`config.mk`:
```
export PLATFORM = sky130hd
export DESIGN_NAME = k12a_mem_arbiter
export DESIGN_NICKNAME = d
export VERILOG_FILES = /design/src/rtl/k12a.inc.sv /design/src/rtl/k12a_rr_arbiter2.sv /design/src/rtl/k12a_mem_arbiter.sv
export SDC_FILE = /design/constraint.sdc
export NUM_CORES = 1
export LEC_CHECK = 0
export BUFFER_PORTS_ARGS = -buffer_cell sky130_fd_sc_hd__buf_2
export CORE_UTILIZATION = 30
export CTS_CLUSTER_SIZE = 28
export DETAILED_ROUTE_END_ITERATION = 12
export MAX_ROUTING_LAYER = met4
export PLACE_DENSITY = 0.62
export SLEW_MARGIN = 20
export SYNTH_ARGS = -nofsm -noshare
export SYNTH_HDL_FRONTEND = slang
export SYNTH_SLANG_ARGS = --single-unit
```
`constraint.sdc`:
```
create_clock -name clock -period 1.4 [get_ports clock]
set_input_delay 0 -clock clock [delete_from_list [all_inputs] [get_ports clock]]
set_output_delay 0 -clock clock [all_outputs]
set_load 0.01 [all_outputs]
```
`src/rtl/k12a.inc.sv`:
```
// Shared types and constants for the k12a memory arbiter: FSM states and port ids.
package k12a_mem_arbiter_pkg;

    typedef enum logic [1:0] {
        StIdle,
        StSetup,
        StStrobe,
        StHold
    } state_e;

    localparam logic PORT_CPU = 1'b0;
    localparam logic PORT_DBG = 1'b1;

endpackage

```
`src/rtl/k12a_rr_arbiter2.sv`:
```
// Two-way round-robin arbiter: a sole requester wins, a tie goes to the port not granted last.
module k12a_rr_arbiter2
    import k12a_mem_arbiter_pkg::*;
(
    input  logic [1:0] req,
    input  logic       last_grant,
    output logic [1:0] grant
);

    // Bit index equals port id: bit 0 is the CPU, bit 1 the debug port.
    always_comb begin
        grant = 2'b00;
        case (req)
            2'b01:   grant = 2'b01;
            2'b10:   grant = 2'b10;
            2'b11:   grant = (last_grant == PORT_CPU) ? 2'b10 : 2'b01;
            default: grant = 2'b00;
        endcase
    end

endmodule

```
`src/rtl/k12a_mem_arbiter.sv`:
```
// Two-port asynchronous SRAM/ROM bus arbiter with a SETUP/STROBE/HOLD access sequence.
// All memory strobes and enables come straight from flops, one cycle behind the FSM state.
module k12a_mem_arbiter
    import k12a_mem_arbiter_pkg::*;
#(
    parameter int unsigned STROBE_CYCLES = 2,
    parameter int unsigned RAM_BASE_BIT  = 15
) (
    input  logic        clock,
    input  logic        reset_n,

    input  logic        cpu_req,
    input  logic        cpu_we,
    input  logic [15:0] cpu_addr,
    input  logic [7:0]  cpu_wdata,
    output logic        cpu_ack,

    input  logic        dbg_req,
    input  logic        dbg_we,
    input  logic [15:0] dbg_addr,
    input  logic [7:0]  dbg_wdata,
    output logic        dbg_ack,

    output logic [7:0]  rdata,

    output logic        mem_rom_ce_n,
    output logic        mem_ram_ce_n,
    output logic        mem_oe_n,
    output logic        mem_we_n,
    output logic [15:0] addr_out,
    output logic        addr_oe,
    output logic [7:0]  data_out,
    output logic        data_oe,
    input  logic [7:0]  data_in
);

    localparam logic [3:0] StrobeLast = 4'(STROBE_CYCLES - 1);

    state_e      state_q, state_d;
    logic [3:0]  cnt_q, cnt_d;
    logic        we_q, we_d;
    logic [15:0] addr_q, addr_d;
    logic [7:0]  wdata_q, wdata_d;
    logic        port_q, port_d;
    logic        last_q, last_d;

    logic [1:0]  grant;
    logic        gport;

    logic        rom_ce_n_d, ram_ce_n_d, oe_n_d, we_n_d;
    logic        addr_oe_d, data_oe_d, cpu_ack_d, dbg_ack_d;
    logic        active, ram_sel;

    k12a_rr_arbiter2 u_rr (
        .req        ({dbg_req, cpu_req}),
        .last_grant (last_q),
        .grant      (grant)
    );

    assign gport = grant[1] ? PORT_DBG : PORT_CPU;

    always_ff @(posedge clock) begin
        if (!reset_n) begin
            state_q <= StIdle;
            cnt_q   <= 4'd0;
            we_q    <= 1'b0;
            addr_q  <= 16'h0000;
            wdata_q <= 8'h00;
            port_q  <= PORT_CPU;
            last_q  <= PORT_DBG;
        end else begin
            state_q <= state_d;
            cnt_q   <= cnt_d;
            we_q    <= we_d;
            addr_q  <= addr_d;
            wdata_q <= wdata_d;
            port_q  <= port_d;
            last_q  <= last_d;
        end
    end

    always_comb begin
        state_d = state_q;
        cnt_d   = cnt_q;
        we_d    = we_q;
        addr_d  = addr_q;
        wdata_d = wdata_q;
        port_d  = port_q;
        last_d  = last_q;
        case (state_q)
            StIdle: begin
                if (|grant) begin
                    state_d = StSetup;
                    port_d  = gport;
                    last_d  = gport;
                    we_d    = (gport == PORT_DBG) ? dbg_we    : cpu_we;
                    addr_d  = (gport == PORT_DBG) ? dbg_addr  : cpu_addr;
                    wdata_d = (gport == PORT_DBG) ? dbg_wdata : cpu_wdata;
                end
            end
            StSetup: begin
                state_d = StStrobe;
                cnt_d   = StrobeLast;
            end
            StStrobe: begin
                if (cnt_q == 4'd0) begin
                    state_d = StHold;
                end else begin
                    cnt_d = cnt_q - 4'd1;
                end
            end
            StHold:  state_d = StIdle;
            default: state_d = StIdle;
        endcase
    end

    // Writes to ROM run the full sequence but never pulse we_n.
    always_comb begin
        active     = (state_q != StIdle);
        ram_sel    = addr_q[RAM_BASE_BIT];
        rom_ce_n_d = !(active && !ram_sel);
        ram_ce_n_d = !(active && ram_sel);
        oe_n_d     = !((state_q == StStrobe) && !we_q);
        we_n_d     = !((state_q == StStrobe) && we_q && ram_sel);
        addr_oe_d  = active;
        data_oe_d  = active && we_q;
        cpu_ack_d  = (state_q == StHold) && (port_q == PORT_CPU);
        dbg_ack_d  = (state_q == StHold) && (port_q == PORT_DBG);
    end

    // state_q == StHold coincides with the last visible strobe cycle, so data_in is sampled
    // on the edge that closes it.
    always_ff @(posedge clock) begin
        if (!reset_n) begin
            mem_rom_ce_n <= 1'b1;
            mem_ram_ce_n <= 1'b1;
            mem_oe_n     <= 1'b1;
            mem_we_n     <= 1'b1;
            addr_oe      <= 1'b0;
            data_oe      <= 1'b0;
            addr_out     <= 16'h0000;
            data_out     <= 8'h00;
            cpu_ack      <= 1'b0;
            dbg_ack      <= 1'b0;
            rdata        <= 8'h00;
        end else begin
            mem_rom_ce_n <= rom_ce_n_d;
            mem_ram_ce_n <= ram_ce_n_d;
            mem_oe_n     <= oe_n_d;
            mem_we_n     <= we_n_d;
            addr_oe      <= addr_oe_d;
            data_oe      <= data_oe_d;
            addr_out     <= addr_q;
            data_out     <= wdata_q;
            cpu_ack      <= cpu_ack_d;
            dbg_ack      <= dbg_ack_d;
            if ((state_q == StHold) && !we_q) begin
                rdata <= data_in;
            end
        end
    end

endmodule

```
==> Yosys cells after proc, flatten, opt, wreduce, memory -nomap -nowiden <==
Cells that the tools add are included.
{ "totals": {"reg_bits": 73, "inputBits": 62, "out_inout_bits": 40, "wordCells": 63} }
{ "op_classes": {"n_addsub": 1, "n_eq_ne": 9, "mux": 11, "bitwise": 1, "reduce_logical": 23} }
{ "ops": {"columns": ["operator", "count"], "rows": [
  ["2-to-1 mux 16 bit", 1],
  ["logical AND 1 bit", 9],
  ["equality test 2 bit (second input constant)", 4],
  ["2-to-1 mux 8 bit", 1],
  ["one-hot mux 2 bit (4 select lines)", 1],
  ["one-hot mux 4 bit (2 select lines)", 1],
  ["logical NOT 1 bit", 6],
  ["2-to-1 mux 2 bit", 3],
  ["inequality test 2 bit (second input constant)", 3],
  ["one-hot mux 2 bit (3 select lines)", 1],
  ["AND reduction 2 bit", 3],
  ["equality test 2 x 1 -> 1 bit (second input constant)", 2],
  ["logical NOT 4 bit", 1],
  ["2-to-1 mux 4 bit", 1],
  ["nonzero test 2 bit", 2],
  ["subtractor 4 x 1 -> 4 bit (second input constant)", 1],
  ["logical NOT 2 bit", 1],
  ["2-to-1 mux 1 bit", 2],
  ["OR reduction 2 bit", 1],
  ["inverter 1 bit", 1]
]} }

==> Logic depth before layout (Yosys ltp) <==
{ "depth": {"ltp_word": 5, "mapped_depth": 6, "mapped_depth_nobuf": 5} }

==> Hierarchy <==
Synthesis repeated with hierarchy kept, for this count alone.
{ "hier_totals": {"cells_unflattened": 260, "hier_area_um2": 2705.1} }
{ "by_module_without_submodules": {"columns": ["module", "n_inst", "cells_each", "area_each_um2", "seq_area_each_um2"], "rows": [
  ["k12a_mem_arbiter", 1, 257, 2686.3, 1461.4],
  ["k12a_rr_arbiter2", 1, 3, 18.8, 0.0]
]} }

==> Worst setup path before layout <==
Ideal clock, no wire load.
{ "synth_timing": {"kind": "reg2reg", "startpoint": "register cnt_q[0]", "endpoint": "register cnt_q[1]", "t_arrival_ns": 1.410, "setup_slack_ns": -0.077, "stages_incl_launch_ff": 7, "path_buffers": 1, "path_cell_list": "dfxtp_1 -> inv_1 -> ha_1 -> or3b_1 -> buf_2 -> a211o_1 -> a21oi_2"} }
{ "synth_via": {"elab_chain_len": 3} }
{ "synth_rtl": {"columns": ["item", "line", "text"], "rows": [
  ["start: declaration", "k12a_mem_arbiter.sv:40", "logic [3:0] cnt_q, cnt_d;"],
  ["start signal: assignment", "k12a_mem_arbiter.sv:73", "cnt_q <= cnt_d;"],
  ["subtractor 4 x 1 -> 4 bit or logical NOT 4 bit (tied branches)", "k12a_mem_arbiter.sv:109, k12a_mem_arbiter.sv:106", null],
  ["2-to-1 mux 4 bit or inequality test 2 bit (tied branches)", null, null],
  ["one-hot mux 4 bit (2 select lines) or AND reduction 2 bit (tied branches)", null, null]
]} }
Parallel ways exist; a longest one is shown, timed or not. The select of a mux whose other input is x is not followed.
A chain may end at the register's enable or synchronous reset.

==> Worst setup path after layout <==
{ "layout_timing": {"startpoint": "register cnt_q[1]", "endpoint": "register state_q[0]"} }
{ "layout_via": {"elab_chain_len": 3} }
{ "layout_rtl": {"columns": ["item", "line", "text"], "rows": [
  ["logical NOT 4 bit", "k12a_mem_arbiter.sv:106", "if (cnt_q == 4'd0) begin"],
  ["inequality test 2 bit (no line)", null, null],
  ["AND reduction 2 bit (no line)", null, null],
  ["end signal: assignment", "k12a_mem_arbiter.sv:64", "state_q <= StIdle;"],
  ["end signal: assignment", "k12a_mem_arbiter.sv:72", "state_q <= state_d;"],
  ["end: declaration", "k12a_mem_arbiter.sv:39", "state_e state_q, state_d;"]
]} }
No other way between the ends.

==> results list <==
- The global routing stage identified its most utilized layer as met2.
- Adding up every negative setup slack in the final design gives 0 ns.
* Global-route wire length before repair: 10.5 mm
- Input and output buffers added on the ports amount to 101.
- For this run, asynchronously set or reset flops after synthesis account for 0%.
- The tool flagged a number of max-cap violations equal to 0.
- RSZ-0062 raised after global routing: yes
- Once detail routing completed, the nets flagged for antenna violations numbered 0.
- I/O pins: 102
- Master cell of the clock root buffer: sky130_fd_sc_hd__clkbuf_8
- Die H: 96.1 um
- Met1 demand-to-capacity share in global routing: 16.2%
* Initial cell density of the core: 31.7%
- For this run, the leading register cell type out of synthesis is sky130_fd_sc_hd__dfxtp_1.
- Counting every net in the synthesized netlist gives 324.
* Post-synth cell types: 32
* Synthesized-area fraction occupied by ao, oa, aoi and oai cells: 12.9%
- Launch instance of the worst register-to-register path: cnt_q[1]$_SDFFE_PN0P_
- Net switching power figure: 0.00204 W
* Netlist area before placement: 0.00265 sq mm
- Vias post-DR: 2409
- The synthesized netlist devotes 2.36% of its cell area to adder and majority cells.
* Result of the run: completed
- The floorplan step defined a die boundary enclosing 0.00923 sq mm.
- Largest area contributor in the synthesized netlist: sky130_fd_sc_hd__dfxtp_1
* Worst-margin pin slew: 0.258 ns
- After legalization and detailed placement, the total HPWL measured 3.83 mm.
- After clock tree synthesis, the clock-pin slew on the worst setup and hold paths is 0.07 ns.
- Clock network power share: 25.0%
* IR Drop Worst-Case VDD: 656 uV
* Worst flop-to-flop path endpoint: state_q[0]$_SDFFE_PN0P_
- Cell row count: 33
* Share of synthesized cell area in and, or, nand and nor gates: 12.4%
* Most frequent cell after synthesis: sky130_fd_sc_hd__dfxtp_1
- Clock skew on the completed layout was measured at 0.00744 ns.
- Wire per inst: 12.4 um
- Fraction of post-synthesis cell area in the top cell type by area: 55.1%
- Share of power burned in combinational logic: 32.5%
- Startpoint of the most critical setup path: cnt_q[1]$_SDFFE_PN0P_
- The worst hold path passes through 3 cells.
* GRT met3 Usage: 5.85%
* Critical path data required time: 1.68 ns
- TritonCTS clock tree: built
- Average cell area after synthesis: 10.3 sq um
- Worst R2R Path Depth: 5
* Count of nets after finishing: 497
- Remaining DRCs: 0
* Leak: 1.91 nW
- Count of final setup violators: 0
- Per report_power, the sequential group accounts for 42.5% of the total.
- The internal power of the cells totals 0.00461 W.
- Ranked by instance count, the synthesized netlist is headed by 73 x sky130_fd_sc_hd__dfxtp_1, 35 x sky130_fd_sc_hd__mux2i_1, 28 x sky130_fd_sc_hd__a21oi_1.
- Detailed Route WL: 6.69 mm
* Share of the synthesized netlist area taken by xor and xnor gates: 0%
* WHS Endpoint: last_q$_SDFFE_PN1P_
- Time the final worst path needs with I/O delays and setup: 1.40 ns
- Derived from the worst setup path, the maximum achievable clock frequency is 0.714 GHz.
- Sequential cells were found to cover 55.1% of the synthesized design area.
* Worst hold-check path type: primary input to flop
- Main combinational cell family by area after synthesis: multiplexers
- The worst setup path is of the flop to flop kind.
- Cells after synthesis: 257
- For this run, the number of Yosys warnings is 0.
- Counting flops and latches in the post-synthesis netlist gives 73.
- In this run the worst path has a maximum fanout of 6.
- Clock buffer count from CTS: 9
- The startpoint identified for the worst hold timing path is cpu_req.
* Crit path DAT: 1.68 ns
* Nature of the critical path startpoint: flop
- Worst-skew pair later-pin latency: 0.34 ns
- Before antenna repair, the detailed router went through 4 iterations.
* Power, Total: 0.00664 W
* Depth of the CTS H-tree: 3
- Measured against the total synthesized area, the mux share comes to 13.2%.
- Cell area power density: 1580 mW/mm^2
* Number of flops mapped to enable cells by yosys: 0
- Overflow left after global routing: 0
* Met2 GRT Util: 27.8%
- Clock tree synthesis found a total of 73 sinks.
- Number of antenna violations at the first check in global routing: 0
- Top post-synthesis cells by area: sky130_fd_sc_hd__dfxtp_1 55%, sky130_fd_sc_hd__mux2i_1 13%, sky130_fd_sc_hd__and2_1 5.9%
- Vias per cell: 4.47
* Vias in the first global route: 2403
* Ant diodes: 0
- The die is 96.1 um wide.
* Setup slack on the worst flop-to-flop path: 0.0002 ns
* Number of buffers on the longest clock path: 2
- Maximum number of pins on one net before global-route repair: 36
- The max-slew violation total from the final report is 0.
- Final cycle utilization of the critical path: 100%
- Global-route usage over all layers: 15.8%
- Final hold violations: 0
* Signed area change from the synthesized netlist to the final layout: 58.9%
* Sw Ratio: 30.6%
* Worst rel slew slack: 82.8%
- The region available for standard cell placement spans 0.00838 sq mm.
* DRC marker count from the first detailed-route iteration: 34
* Fraction of final layout cells with drive strength greater than 1: 35.0%
* Gp weighted congestion: 0.706
* Kind of capture point of the worst setup path: flop
-- layer usage --
metal / up-vias / share of wire [%]
met5: - / 0
met2: 80 / 51
met1: 1091 / 41
met4: 0 / 1.5
met3: 9 / 6.5
li1: 1229 / -
-- timing repair --
action                     CTS  global route
cloned                       0             0
pin swaps                    3             2
buffers inserted             2             3
hold buffers                60             0
setup endpoints to repair    8            36
resized for setup            3            10
hold endpoints to repair    35             0
-- how the worst max path moves through the flow --
stage / slack, ns / cells after the start / endpoint
6_report: 0.0002 / 5 / state_q[0]$_SDFFE_PN0P_
5_1_grt: -0.04 / 5 / state_q[1]$_SDFFE_PN0P_
4_1_cts: -0.03 / 5 / state_q[1]$_SDFFE_PN0P_
3_5_place_dp: -0.07 / 5 / state_q[1]$_SDFFE_PN0P_
3_3_place_gp: -0.02 / 5 / state_q[1]$_SDFFE_PN0P_
2_1_floorplan: 0.001 / 6 / state_q[0]$_SDFFE_PN0P_
-- sequential cells by signal, indices dropped and copies added (netlist names) --
register / cells
mem_ram_ce_n: 1
mem_rom_ce_n: 1
mem_oe_n: 1
last_q: 1
port_q: 1
addr_out: 16
mem_we_n: 1
addr_q: 16
addr_oe: 1
cpu_ack: 1
dbg_ack: 1
we_q: 1
data_out: 8
data_oe: 1
cnt_q: 4
rdata: 8
state_q: 2
wdata_q: 8
-- stage by stage --
| step | worst slack, ns | util (%) | area, sq um | hold slack (ns) | cells |
|---|---|---|---|---|---|
| 5_1_grt | -0.0355 | 50.3 | 4220 | 0.0781 | 539 |
| 4_1_cts | -0.0272 | 49.9 | 4180 | 0.0516 | 536 |
| 6_report | 0.000179 | 50.3 | 4220 | 0.0706 | 539 |
| 3_5_place_dp | -0.0687 | 40.1 | 3360 | 0.247 | 459 |
| 2_1_floorplan | 0.00107 | - | 2680 | 0.147 | 257 |
| 3_3_place_gp | -0.0197 | 40.1 | 3360 | 0.239 | 459 |
-- cells by family (layout without fill, tap and decap cells) --
group	count (synthesis)	after routing
muxes	35	35
AOI/OAI and AO/OA	62	62
buffers and inverters	23	200
DFF	73	73
and+or+nand+nor	59	59
adders and majority gates	5	5
-- layout make-up --
cell class / count / area, sq um
Clock inverter: 4 / 51.3
Fill cell: 796 / 4160
Timing Repair Buffer: 180 / 1280
Multi-Input combinational cell: 161 / 1120
Clock buffer: 11 / 151
Inverter: 5 / 18.8
Sequential cell: 73 / 1470
Tap cell: 105 / 131
-- placed cells by master, fill, tap and decap left out, types with 2 or more instances in the layout --
cell,count
sky130_fd_sc_hd__buf_6,2
sky130_fd_sc_hd__buf_2,101
sky130_fd_sc_hd__buf_12,2
sky130_fd_sc_hd__a21oi_1,28
sky130_fd_sc_hd__and2_1,25
sky130_fd_sc_hd__o21ai_0,22
sky130_fd_sc_hd__and3_1,2
sky130_fd_sc_hd__dfxtp_1,69
sky130_fd_sc_hd__ha_1,3
sky130_fd_sc_hd__nand3_1,4
sky130_fd_sc_hd__inv_2,3
sky130_fd_sc_hd__dlygate4sd3_1,60
sky130_fd_sc_hd__clkbuf_8,11
sky130_fd_sc_hd__mux2i_1,35
sky130_fd_sc_hd__nand2_1,6
sky130_fd_sc_hd__nor2_1,11
sky130_fd_sc_hd__dfxtp_2,4
sky130_fd_sc_hd__buf_4,15
sky130_fd_sc_hd__nand3b_1,2
sky130_fd_sc_hd__inv_1,2
sky130_fd_sc_hd__nand2b_1,2
sky130_fd_sc_hd__o21ai_1,4
-- worst max-delay path, stage by stage, from the launching register on --
cell and delay [ns]:
sky130_fd_sc_hd__dfxtp_2 0.33, sky130_fd_sc_hd__inv_2 0.07, sky130_fd_sc_hd__ha_4 0.12, sky130_fd_sc_hd__or3b_4 0.41, sky130_fd_sc_hd__a22oi_2 0.21, sky130_fd_sc_hd__o221a_2 0.21
-- power by group through the flow --
stage	Combinational, W	Clock, W	Sequential [W]
after floorplan	0.00114	0	0.00291
after global placement	0.00184	0	0.00284
after detailed placement	0.00189	0	0.00285
after CTS	0.00207	0.00173	0.00281
after global routing	0.00240	0.00183	0.00289
final	0.00216	0.00166	0.00282
Note: power is estimated with default switching activity, not from simulation.
